[config.mk]
export PLATFORM = sky130hd
export DESIGN_NAME = alu_mul_seq_flat
export DESIGN_NICKNAME = d
export VERILOG_FILES = /design/src/rtl/alu_mul_seq_if.sv /design/src/rtl/alu_mul_seq.sv /design/src/flat_wrapper.sv
export SDC_FILE = /design/constraint.sdc
export NUM_CORES = 1
export LEC_CHECK = 0
export CAP_MARGIN = 20
export CELL_PAD_IN_SITES_DETAIL_PLACEMENT = 1
export CELL_PAD_IN_SITES_GLOBAL_PLACEMENT = 1
export CORE_MARGIN = 10
export CORE_UTILIZATION = 45
export CTS_CLUSTER_SIZE = 24
export DETAILED_ROUTE_END_ITERATION = 8
export HOLD_SLACK_MARGIN = 0.15
export MAX_ROUTING_LAYER = met4
export PLACE_DENSITY_LB_ADDON = 0.1
export SLEW_MARGIN = 10
export SYNTH_ARGS = -nofsm -noshare
export SYNTH_HDL_FRONTEND = slang
export SYNTH_SLANG_ARGS = --single-unit
[constraint.sdc]
create_clock -name clock -period 8.4 [get_ports clock]
set_clock_uncertainty 0.2 [all_clocks]
set_input_delay 1.26 -clock clock [delete_from_list [all_inputs] [get_ports clock]]
set_output_delay 1.26 -clock clock [all_outputs]
set_load 0.005 [all_outputs]
[src/rtl/alu_mul_seq_if.sv]
// Handshake and operand/result bundle between the control unit and the sequential multiplier.
interface alu_mul_seq_if #(
  parameter int unsigned WIDTH = 32
);
  logic             start;
  logic [WIDTH-1:0] A;
  logic [WIDTH-1:0] B;
  logic             busy;
  logic             done;
  logic [WIDTH-1:0] hi;
  logic [WIDTH-1:0] lo;

  modport master (
    output start, A, B,
    input  busy, done, hi, lo
  );

  modport slave (
    input  start, A, B,
    output busy, done, hi, lo
  );
endinterface

[src/rtl/alu_mul_seq.sv]
// Sequential signed multiplier: radix-4 Booth, two multiplier bits per clock,
// full 2*WIDTH-bit product delivered on HI/LO with a one-cycle done pulse.
module alu_mul_seq #(
  parameter int unsigned WIDTH = 32
) (
  input logic         clock,
  input logic         clear,
  alu_mul_seq_if.slave bus
);

  localparam int unsigned AccW  = WIDTH + 2;
  localparam int unsigned Steps = WIDTH / 2;
  localparam int unsigned CntW  = (Steps > 1) ? $clog2(Steps) : 1;
  localparam logic [CntW-1:0] LastCnt = CntW'(Steps - 1);

  typedef enum logic [1:0] {StIdle, StRun, StDone} state_e;

  state_e          state_q, state_d;
  logic [CntW-1:0] count_q, count_d;
  logic [AccW-1:0] m_q, m_d;
  logic [AccW-1:0] acc_q, acc_d;
  logic [WIDTH-1:0] q_q, q_d;
  logic            qm1_q, qm1_d;
  logic [WIDTH-1:0] hi_q, hi_d;
  logic [WIDTH-1:0] lo_q, lo_d;

  logic [AccW-1:0]  addend;
  logic [AccW-1:0]  sum;
  logic [AccW-1:0]  acc_sh;
  logic [WIDTH-1:0] q_sh;

  // Booth digit select; acc is two bits wider than WIDTH so +/-2M never overflows.
  always_comb begin
    addend = '0;
    case ({q_q[1:0], qm1_q})
      3'b001, 3'b010: addend = m_q;
      3'b011:         addend = m_q << 1;
      3'b100:         addend = -(m_q << 1);
      3'b101, 3'b110: addend = -m_q;
      default:        addend = '0;
    endcase
  end

  always_comb begin
    sum    = acc_q + addend;
    acc_sh = {{2{sum[AccW-1]}}, sum[AccW-1:2]};
    q_sh   = {sum[1:0], q_q[WIDTH-1:2]};
  end

  always_comb begin
    state_d = state_q;
    count_d = count_q;
    m_d     = m_q;
    acc_d   = acc_q;
    q_d     = q_q;
    qm1_d   = qm1_q;
    hi_d    = hi_q;
    lo_d    = lo_q;
    unique case (state_q)
      StIdle: begin
        if (bus.start) begin
          m_d     = {{2{bus.A[WIDTH-1]}}, bus.A};
          q_d     = bus.B;
          qm1_d   = 1'b0;
          acc_d   = '0;
          count_d = '0;
          state_d = StRun;
        end
      end
      StRun: begin
        acc_d = acc_sh;
        q_d   = q_sh;
        qm1_d = q_q[1];
        if (count_q == LastCnt) begin
          state_d = StDone;
          hi_d    = acc_sh[WIDTH-1:0];
          lo_d    = q_sh;
        end else begin
          count_d = count_q + 1'b1;
        end
      end
      StDone: state_d = StIdle;
      default: state_d = StIdle;
    endcase
  end

  always_ff @(posedge clock or negedge clear) begin
    if (!clear) begin
      state_q <= StIdle;
      count_q <= '0;
      m_q     <= '0;
      acc_q   <= '0;
      q_q     <= '0;
      qm1_q   <= 1'b0;
      hi_q    <= '0;
      lo_q    <= '0;
    end else begin
      state_q <= state_d;
      count_q <= count_d;
      m_q     <= m_d;
      acc_q   <= acc_d;
      q_q     <= q_d;
      qm1_q   <= qm1_d;
      hi_q    <= hi_d;
      lo_q    <= lo_d;
    end
  end

  assign bus.busy = (state_q == StRun);
  assign bus.done = (state_q == StDone);
  assign bus.hi   = hi_q;
  assign bus.lo   = lo_q;

endmodule

[src/flat_wrapper.sv]
// flat-port wrapper written by rule: the top's interface ports become plain ports
module alu_mul_seq_flat 
#(
  parameter int unsigned WIDTH = 32
)
  (clock, clear, bus_start, bus_A, bus_B, bus_busy, bus_done, bus_hi, bus_lo);
  alu_mul_seq_if #(.WIDTH(WIDTH)) bus_i ();
  input logic clock;
  input logic clear;
  input wire logic [$bits(bus_i.start)-1:0] bus_start;
  input wire logic [$bits(bus_i.A)-1:0] bus_A;
  input wire logic [$bits(bus_i.B)-1:0] bus_B;
  output wire logic [$bits(bus_i.busy)-1:0] bus_busy;
  output wire logic [$bits(bus_i.done)-1:0] bus_done;
  output wire logic [$bits(bus_i.hi)-1:0] bus_hi;
  output wire logic [$bits(bus_i.lo)-1:0] bus_lo;
  assign bus_i.start = bus_start;
  assign bus_i.A = bus_A;
  assign bus_i.B = bus_B;
  assign bus_busy = bus_i.busy;
  assign bus_done = bus_i.done;
  assign bus_hi = bus_i.hi;
  assign bus_lo = bus_i.lo;
  alu_mul_seq #(.WIDTH(WIDTH)) u_core (.clock(clock), .clear(clear), .bus(bus_i));
endmodule
==> results.toml <==
[outcome]
status = "finished clean"

[clock_tree]
cts_max_level = 4
numCtsBuffers = 17
clk_latency_ps = 450
cts.clk_slew.worst_paths_ps = 80
ctsRootBufferMaster = "clkbuf_16"
postCtsHoldBufs = 0
cts_resized = 0
clock_sinks = 167
tritoncts = "built"
cts_buffer_depth = 2
post_cts_buffers = 0

[logic_synthesis]
yosysWarningCount = 0
ys_seq_area_share_pct = 41.1
yosysTopAreaCell = "dfrtp_1"
synthesis.area_um2 = 10200
syn_inst = 1233
synth-edff-count = 0
yosysUniqueCellTypes = 65
yosysTopAreaCellShare_pct = 41.1
synth_ff_type = "dfrtp_1"
synth.area.top_cells = "dfrtp_1, nand2_1, ha_1, o21ai_0, xnor2_1"
ys_ff_latch = 167
syn_avg_cell_area_um2 = 8.24
synthArstFlopShare_pct = 100
syn-num-nets = 1336

[cells_and_area]
final_util_pct = 55.7
fin_nets = 1426
fin_cells = 1616
area.growth.synth_to_final_pct = 20.8
drive_above_1_share_pct = 5.76
antenna_cells = 0

[drt]
postRouteAntennaNets = 0
dr.pass1.iters = 5
wire_per_inst_um = 20.4
wl_mm = 32.9
drt_iter0_markers = 606
drc_errors = 0
viasPerCell = 5.81
num_vias = 9397

[pwr]
swShare_pct = 47.2
power_w = 0.00605
p_sw_w = 0.00286
irDropWorstVdd_uv = 310
seqPwrFrac_pct = 26.1
power.density_nw_per_um2 = 493
p_clk_share_pct = 13.4
comb_power_share_pct = 60.5
leakage_nw = 5.60
cell_internal_pwr_w = 0.00319

[timing]
min_period_ps = 5560
max_slew_margin_pct = 34.4
fmax_ghz = 0.180
post-route-period-util_pct = 66.2
rsz0062_at_grt = "no"
setup_viol = 0
final.setup.tns_ps = 0
drv_slew = 0
finalHoldViolCount = 0
tightest_slew_ps = 981

[grt]
grt_pass1_vias = 9960
grt_pass1_wl_mm = 53.6
grt_antenna_before_repair = 0
gr-total-overflow = 0
grt_max_degree = 96
track_usage_pct = 23.5

[floorplan]
die_area_um2 = 29000
core-area_um2 = 22000
die_h_um = 170
rows = 54
start_util_pct = 46.2
ios = 133
die-width_um = 170

[min_path]
hold_path.class = "reg -> reg"

[critical_path]
path_max_fanout = 6
crit_path_cell_trace = "inv_1 -> ha_1 -> or3b_2 -> or2_0 -> nor2_1 -> nand2_1 -> or3_1 -> nand2_1 -> xnor2_1 -> nand2_1 -> o311ai_0 -> ha_1 -> a21oi_1 -> o21bai_1 -> a211oi_1 -> o21bai_1 -> a21oi_1 -> o221a_2 -> a21oi_1 -> or3_1 -> a32o_1"
crit_required_ps = 8540
worst_path_max_delay_cell = "or3b_2"
crit_type = "reg -> reg"
end_kind = "flip-flop"
max_stage_delay_ps = 520
worstPathArrival_ps = 5700
startpoint_type = "flip-flop"

[place]
place_inst = 1584
gp_congestion = 0.910
dp_hpwl_mm = 23.4
io_buffers = 132

[flow_run]
max_cap_viol_count = 0
power groups by stage:
stage,Combinational [W],Sequential (W),Clock [W]
floorplan,0.00257,0.00143,0
global placement,0.00354,0.00158,0
detailed placement,0.00362,0.00159,0
CTS,0.00367,0.00158,0.000826
global route,0.00406,0.00164,0.000853
finish,0.00366,0.00158,0.000810
layer usage:
metal | up-vias | track usage, % | part of all wire (%)
met1 | 4720 | 28.8 | 44
met2 | 166 | 39.5 | 50
met5 | - | - | 0
met4 | 0 | 6.25 | 1.8
li1 | 4472 | - | -
met3 | 39 | 3.73 | 3.9
stage by stage:
| stage | hold WS (ps) | cell area (µm²) | worst slack (ps) |
|---|---|---|---|
| after floorplan | 256 | 10200 | 3750 |
| after global placement | 257 | 11700 | 3080 |
| after detailed placement | 263 | 11700 | 2920 |
| after CTS | 281 | 12300 | 2880 |
| after global routing | 299 | 12300 | 2410 |
| final | 275 | 12300 | 2840 |
path summary, 6_finish.rpt:
check	startpoint	slack [ps]	endpoint	depth (start not counted)
hold reg to reg	u_core.bus.hi[13]	280	u_core.bus.hi[13]	2
min in group asynchronous	clear	720	u_core.m_q[13]	1
hold / removal	u_core.bus.hi[13]	280	u_core.bus.hi[13]	2
max in group asynchronous	clear	5790	u_core.acc_q[18]	2
setup reg to reg	u_core.m_q[1]	2840	u_core.acc_q[29]	21
setup / recovery	u_core.m_q[1]	2840	u_core.acc_q[29]	21
critical path, delay by kind of cell, from the launching register on:
| kind | cells | cell delay, ps |
|---|---|---|
| AND/OR/NAND/NOR | 8 | 2120 |
| XOR/XNOR | 1 | 70 |
| AO/OA/AOI/OAI | 9 | 1940 |
| flip-flops | 1 | 400 |
| adder cells (fa/ha/maj) | 2 | 630 |
| buffers and inverters | 1 | 130 |
flip-flops by register name (all words and copies together) (netlist names):
| signal | cells |
|---|---|
| u_core.qm1_q | 1 |
| u_core.bus.hi | 32 |
| u_core.m_q | 32 |
| u_core.state_q | 2 |
| u_core.bus.lo | 32 |
| u_core.count_q | 4 |
| u_core.acc_q | 32 |
| u_core.q_q | 32 |
final cells by class:
cell class                 instances  area, µm²
clock buffer                      17        425
clock inverter                    15        176
fill                            2596       9750
inverter                          13       48.8
multi-input combinational        975       5650
sequential                       167       4180
tap                              280        350
timing repair buffer             149       1450
layout by cell type (no fill, tap or decap), types with 9 or more instances in the layout:
cell type / instances
nand2_1: 342
a21o_1: 17
nand3_1: 17
a22o_1: 29
xor2_1: 23
mux2_2: 10
a21oi_1: 72
ha_1: 35
a211oi_1: 9
clkdlybuf4s50_1: 131
o22ai_1: 10
o21ai_0: 87
buf_4: 17
a22oi_1: 34
clkbuf_16: 17
nor3_1: 15
dfrtp_1: 167
or3_1: 9
nor2_1: 67
nor2b_1: 35
xnor2_1: 42
inv_1: 9
cells in the mapped netlist, types with 15 or more instances:
| cell | count |
|---|---|
| a22oi_1 | 34 |
| o21ai_0 | 87 |
| nor2b_1 | 37 |
| a21o_1 | 17 |
| nand2_1 | 342 |
| nor2_1 | 67 |
| nor3_1 | 15 |
| a21oi_1 | 72 |
| xnor2_1 | 42 |
| nand3_1 | 17 |
| a22o_1 | 29 |
| ha_1 | 35 |
| dfrtp_1 | 167 |
| clkbuf_1 | 65 |
| xor2_1 | 23 |
cell families after synthesis:
logic type               share of synthesized area [%]
AO/OA/AOI/OAI                                     21.1
buffers and inverters                             3.43
flip-flops                                        41.1
multiplexers                                      1.70
XOR/XNOR                                          5.60
AND/OR/NAND/NOR                                   22.5
adder cells (fa/ha/maj)                           4.50
(Power assumes the default switching activity.)
